**config.mk**
```make
export PLATFORM = sky130hd
export DESIGN_NAME = psum_ofifo_flat
export DESIGN_NICKNAME = d
export VERILOG_FILES = /design/src/rtl/psum_ofifo_if.sv /design/src/rtl/psum_ofifo.sv /design/src/flat_wrapper.sv
export SDC_FILE = /design/constraint.sdc
export NUM_CORES = 2
export LEC_CHECK = 0
export BUFFER_PORTS_ARGS = -buffer_cell sky130_fd_sc_hd__clkbuf_2
export CORE_ASPECT_RATIO = 0.7
export CORE_MARGIN = 2
export CORE_UTILIZATION = 28
export DETAILED_ROUTE_END_ITERATION = 10
export HOLD_SLACK_MARGIN = 0.06
export PLACE_DENSITY = 0.44
export SLEW_MARGIN = 30
export SYNTH_ARGS = -nofsm -noshare
export SYNTH_HDL_FRONTEND = slang
export SYNTH_SLANG_ARGS = --single-unit
export TNS_END_PERCENT = 1
```
**constraint.sdc**
```tcl
create_clock -name clk -period 3.52 [get_ports clk]
set_input_delay 0.704 -clock clk [delete_from_list [all_inputs] [get_ports clk]]
set_output_delay 0.704 -clock clk [all_outputs]
set_load 0.01 [all_outputs]
```
**src/rtl/psum_ofifo_if.sv**
```systemverilog
// Handshake/data bundle between the MAC column array, psum_ofifo and its reader.
interface psum_ofifo_if #(
    parameter int unsigned col     = 8,
    parameter int unsigned bw_psum = 22
);
    logic [col-1:0]         wr;
    logic [col*bw_psum-1:0] in;
    logic                   rd;
    logic                   flush;
    logic [col*bw_psum-1:0] out;
    logic                   out_vld;
    logic                   o_valid;
    logic                   o_full;
    logic                   overflow;

    modport master (output wr, in, rd, flush,
                    input  out, out_vld, o_valid, o_full, overflow);
    modport slave  (input  wr, in, rd, flush,
                    output out, out_vld, o_valid, o_full, overflow);
endinterface

```
**src/rtl/psum_ofifo.sv**
```systemverilog
// Per-lane circular buffers that absorb systolic column skew; rows are popped in lockstep
// once every lane holds at least one psum.
module psum_ofifo #(
    parameter int unsigned col     = 8,
    parameter int unsigned bw_psum = 22,
    parameter int unsigned depth   = 16,
    parameter int unsigned aw      = 4
) (
    input  logic          clk,
    input  logic          reset,
    psum_ofifo_if.slave   bus
);
    localparam int unsigned CW = aw + 1;
    localparam int unsigned W  = col * bw_psum;

    logic [bw_psum-1:0] mem [col][depth];
    logic [aw-1:0]      wp  [col];
    logic [CW-1:0]      cnt [col];
    logic [aw-1:0]      rp;

    logic [col-1:0] lane_ne_c;
    logic [col-1:0] lane_full_c;
    logic [col-1:0] wr_ok_c;
    logic           o_valid_c;
    logic           pop_c;
    logic [W-1:0]   row_c;

    // Lane status and the row addressed by the shared read pointer.
    always_comb begin
        lane_ne_c   = '0;
        lane_full_c = '0;
        row_c       = '0;
        for (int i = 0; i < col; i++) begin
            lane_ne_c[i]                 = (cnt[i] != '0);
            lane_full_c[i]               = (cnt[i] == CW'(depth));
            row_c[i*bw_psum +: bw_psum]  = mem[i][rp];
        end
    end

    assign o_valid_c    = &lane_ne_c;
    assign bus.o_valid  = o_valid_c;
    assign bus.o_full   = |lane_full_c;
    assign pop_c        = bus.rd && o_valid_c && !bus.flush;
    // A full lane still accepts a write when the same cycle pops a row out of it.
    assign wr_ok_c      = bus.wr & ~{col{bus.flush}} & (~lane_full_c | {col{pop_c}});

    // Storage is deliberately left unreset.
    always_ff @(posedge clk) begin
        for (int i = 0; i < col; i++) begin
            if (wr_ok_c[i]) begin
                mem[i][wp[i]] <= bus.in[i*bw_psum +: bw_psum];
            end
        end
    end

    always_ff @(posedge clk or negedge reset) begin
        if (!reset) begin
            for (int i = 0; i < col; i++) begin
                wp[i]  <= '0;
                cnt[i] <= '0;
            end
            rp           <= '0;
            bus.out      <= '0;
            bus.out_vld  <= 1'b0;
            bus.overflow <= 1'b0;
        end else if (bus.flush) begin
            for (int i = 0; i < col; i++) begin
                wp[i]  <= '0;
                cnt[i] <= '0;
            end
            rp           <= '0;
            bus.out      <= '0;
            bus.out_vld  <= 1'b0;
            bus.overflow <= 1'b0;
        end else begin
            for (int i = 0; i < col; i++) begin
                if (wr_ok_c[i]) begin
                    wp[i] <= wp[i] + aw'(1);
                end
                if (wr_ok_c[i] && !pop_c) begin
                    cnt[i] <= cnt[i] + CW'(1);
                end else if (!wr_ok_c[i] && pop_c) begin
                    cnt[i] <= cnt[i] - CW'(1);
                end
            end
            if (pop_c) begin
                rp      <= rp + aw'(1);
                bus.out <= row_c;
            end
            bus.out_vld <= pop_c;
            if (|(bus.wr & lane_full_c & ~{col{pop_c}})) begin
                bus.overflow <= 1'b1;
            end
        end
    end
endmodule

```
**src/flat_wrapper.sv**
```systemverilog
// flat-port wrapper written by rule: the top's interface ports become plain ports
module psum_ofifo_flat 
#(
    parameter int unsigned col     = 8,
    parameter int unsigned bw_psum = 22,
    parameter int unsigned depth   = 16,
    parameter int unsigned aw      = 4
)
  (clk, reset, bus_wr, bus_in, bus_rd, bus_flush, bus_out, bus_out_vld, bus_o_valid, bus_o_full, bus_overflow);
  psum_ofifo_if #(.col(col), .bw_psum(bw_psum)) bus_i ();
  input  logic clk;
  input  logic reset;
  input wire logic [$bits(bus_i.wr)-1:0] bus_wr;
  input wire logic [$bits(bus_i.in)-1:0] bus_in;
  input wire logic [$bits(bus_i.rd)-1:0] bus_rd;
  input wire logic [$bits(bus_i.flush)-1:0] bus_flush;
  output wire logic [$bits(bus_i.out)-1:0] bus_out;
  output wire logic [$bits(bus_i.out_vld)-1:0] bus_out_vld;
  output wire logic [$bits(bus_i.o_valid)-1:0] bus_o_valid;
  output wire logic [$bits(bus_i.o_full)-1:0] bus_o_full;
  output wire logic [$bits(bus_i.overflow)-1:0] bus_overflow;
  assign bus_i.wr = bus_wr;
  assign bus_i.in = bus_in;
  assign bus_i.rd = bus_rd;
  assign bus_i.flush = bus_flush;
  assign bus_out = bus_i.out;
  assign bus_out_vld = bus_i.out_vld;
  assign bus_o_valid = bus_i.o_valid;
  assign bus_o_full = bus_i.o_full;
  assign bus_overflow = bus_i.overflow;
  psum_ofifo #(.col(col), .bw_psum(bw_psum), .depth(depth), .aw(aw)) u_core (.clk(clk), .reset(reset), .bus(bus_i));
endmodule
```
==> reports/qor.yml <==
setup_viol: 0
period_share: 0.949
slew_violations: 0
grt_overflow: 0
dr_total_vias: 57200
dieArea_sq_um: 429000
path_clk_slew_ns: 0.06
ioPinCount: 368
ys_types: 50
htree_num_levels: 5
tightestPinTransition_ns: 0.985
area_growth_pct: 20.5
r2r_slack_ns: 0.21
arrival_ns: 2.64
postSynthAreaPerCell_sq_um: 21.7
yosysSeqAreaShare: 0.766
hold_class: "in2reg"
clock-sinks: 3070
dp_slack_ns: 0.0479
fmax_mhz: 299
maxSlewHeadroom: 0.341
powerDensity_nw_per_um2: 586
cts_buffers: 325
cts_buffer_depth: 4
synth_async_sr_flop_share: 0.0827
fin_nets: 6487
tritoncts: "built"
syn_inst: 5472
required_ns: 2.82
ys_warn_count: 0
ff2ff_path_depth: 10
wl_per_cell_microns: 26.1
port_buffers: 367
drc: 0
p_leak_uw: 0.0447
total_power_uw: 83800
endpoint_kind: "output port"
gp_congestion: 0.703
grt_max_degree: 75
drv_cap: 0
cp_max_fo: 4
outcome: "finished clean"
mappedNetlistNets: 5726
whs_ns: 0.152
synth_edf_count: 2816
worst_slack_ns: 0.181
row_count: 200
cts_root_buffer: "clkbuf_16"
totalWireLength_mm: 317
hold_viol_final: 0
path_class: "reg2out"
synthFlopType: "edfxtp_1"
start_util: 0.281
synth_area_sq_um: 119000
drive_gt1_frac: 0.338
grt_pass1_wl_mm: 453
die_w_microns: 782
grt_pass1_vias: 60300
vias_per_cell: 4.71
drtIter0Drc: 4337
post_cts_buffers: 0
setup_tns_ns: 0
finish.utilization: 0.338
ys_seq_elements: 3070
hold_path_depth: 1
dp_hpwl_mm: 186
skew_ns: 0.0612
worstSetupStartpointType: "register"
coreArea_sq_um: 423000
clk_latency_ns: 0.97
grt_usage: 0.145
worst_ir_drop_vdd_mv: 0.418
fin_crit_ns: 3.34
dieHeight_microns: 549
final_antenna_net_count: 0
drtPass1Iterations: 5
grt_antenna_before_repair: 55
[cell type report]
cell class | count | area, sq um
Inverter | 48 | 180
Timing Repair Buffer | 732 | 6950
Fill cell | 39500 | 280000
Sequential cell | 3070 | 90900
Multi-Input combinational cell | 2056 | 27000
Antenna cell | 7 | 17.5
Clock inverter | 191 | 2410
Clock buffer | 393 | 8500
Tap cell | 5656 | 7080
[layer usage]
layer	wire length [microns]	vias to the layer above	global-route usage
met4	8080	30	0.0380
met1	148000	31200	0.211
li1	-	24200	-
met2	146000	1315	0.227
met3	14800	503	0.0241
met5	181	-	0
[metrics by stage]
step | cells | cell area (sq um)
detailed placement | 11500 | 132000
global placement | 11500 | 131000
finish | 12200 | 143000
CTS | 12100 | 143000
floorplan | 5472 | 119000
global route | 12200 | 143000
[cells in the mapped netlist, types with 15 or more instances]
cell type | n | area share
edfxtp_1 | 2816 | 0.71
mux4_2 | 880 | 0.17
nand2_1 | 388 | 0.012
dfrtp_1 | 254 | 0.054
a21oi_1 | 224 | 0.0094
clkbuf_1 | 160 | 0.0051
nor2_1 | 132 | 0.0042
buf_2 | 112 | 0.0047
ha_1 | 58 | 0.0061
inv_1 | 47 | 0.0015
nand2b_1 | 41 | 0.0022
o21ai_0 | 37 | 0.0016
nand3b_1 | 31 | 0.0020
nor3_1 | 30 | 0.0013
nor2b_1 | 26 | 0.0014
or3_1 | 24 | 0.0013
o32ai_1 | 23 | 0.0017
and2_1 | 20 | 0.0011
buf_1 | 18 | 0.00057
mux2_2 | 17 | 0.0016
xor2_1 | 16 | 0.0012
nand3_1 | 15 | 0.00063
[cell usage in the layout (no fill, tap or decap), types with 38 or more instances in the layout]
cell type	count
a21oi_1	224
buf_12	164
buf_4	143
bufinv_16	38
clkbuf_1	57
clkbuf_16	325
clkbuf_2	364
clkinv_1	60
clkinv_2	44
dfrtp_1	250
dlygate4sd3_1	46
edfxtp_1	2816
ha_1	58
inv_1	47
mux4_2	880
nand2_1	387
nand2b_1	41
nor2_1	48
nor2_4	47
[state kept, by name (all words and copies together) (netlist names)]
register,flops
u_core.rp,4
u_core.bus.overflow,1
u_core.mem,2816
u_core.wp,32
u_core.bus.out_vld,1
u_core.cnt,40
u_core.bus.out,176
[worst max-delay path: stages, from the launching register on]
cell      delay (ns)
dfrtp_1         0.41
nor4_2          0.09
nor2b_2         0.19
or4_4           0.58
nor2_1          0.17
clkbuf_4        0.25
[worst paths after layout]
kind                                     start             endpoint
hold / removal                      bus_in[83]   u_core.mem[3][171]
max in group asynchronous                reset         u_core.rp[0]
setup reg to reg                 u_core.cnt[0]   u_core.mem[6][272]
setup / recovery                u_core.cnt[26]          bus_o_valid
hold reg to reg            u_core.bus.overflow  u_core.bus.overflow
min in group asynchronous                reset  u_core.bus.out[118]
[what timing repair did]
item | 4_1_cts | 5_1_grt
gates resized for setup | 6 | 11
hold buffers | 46 | 0
endpoints found under the setup margin | 2 | 38
endpoints found under the hold margin | 535 | 0
[power by group]
part	switching (uW)	internal [uW]	total, uW
clock	15000	20200	35200
combinational	4190	3340	7530
sequential	431	40600	41000
[cells by family after synthesis]
kind of cell | after synthesis | synth area share
mux | 911 | 0.170
xor+xnor | 27 | 0.00199
simple gates | 744 | 0.0283
buf+inv | 346 | 0.0125
flops | 3070 | 0.766
compound gates | 308 | 0.0143
fa+ha+maj | 66 | 0.00746
Power figures use the tool's default switching activity.
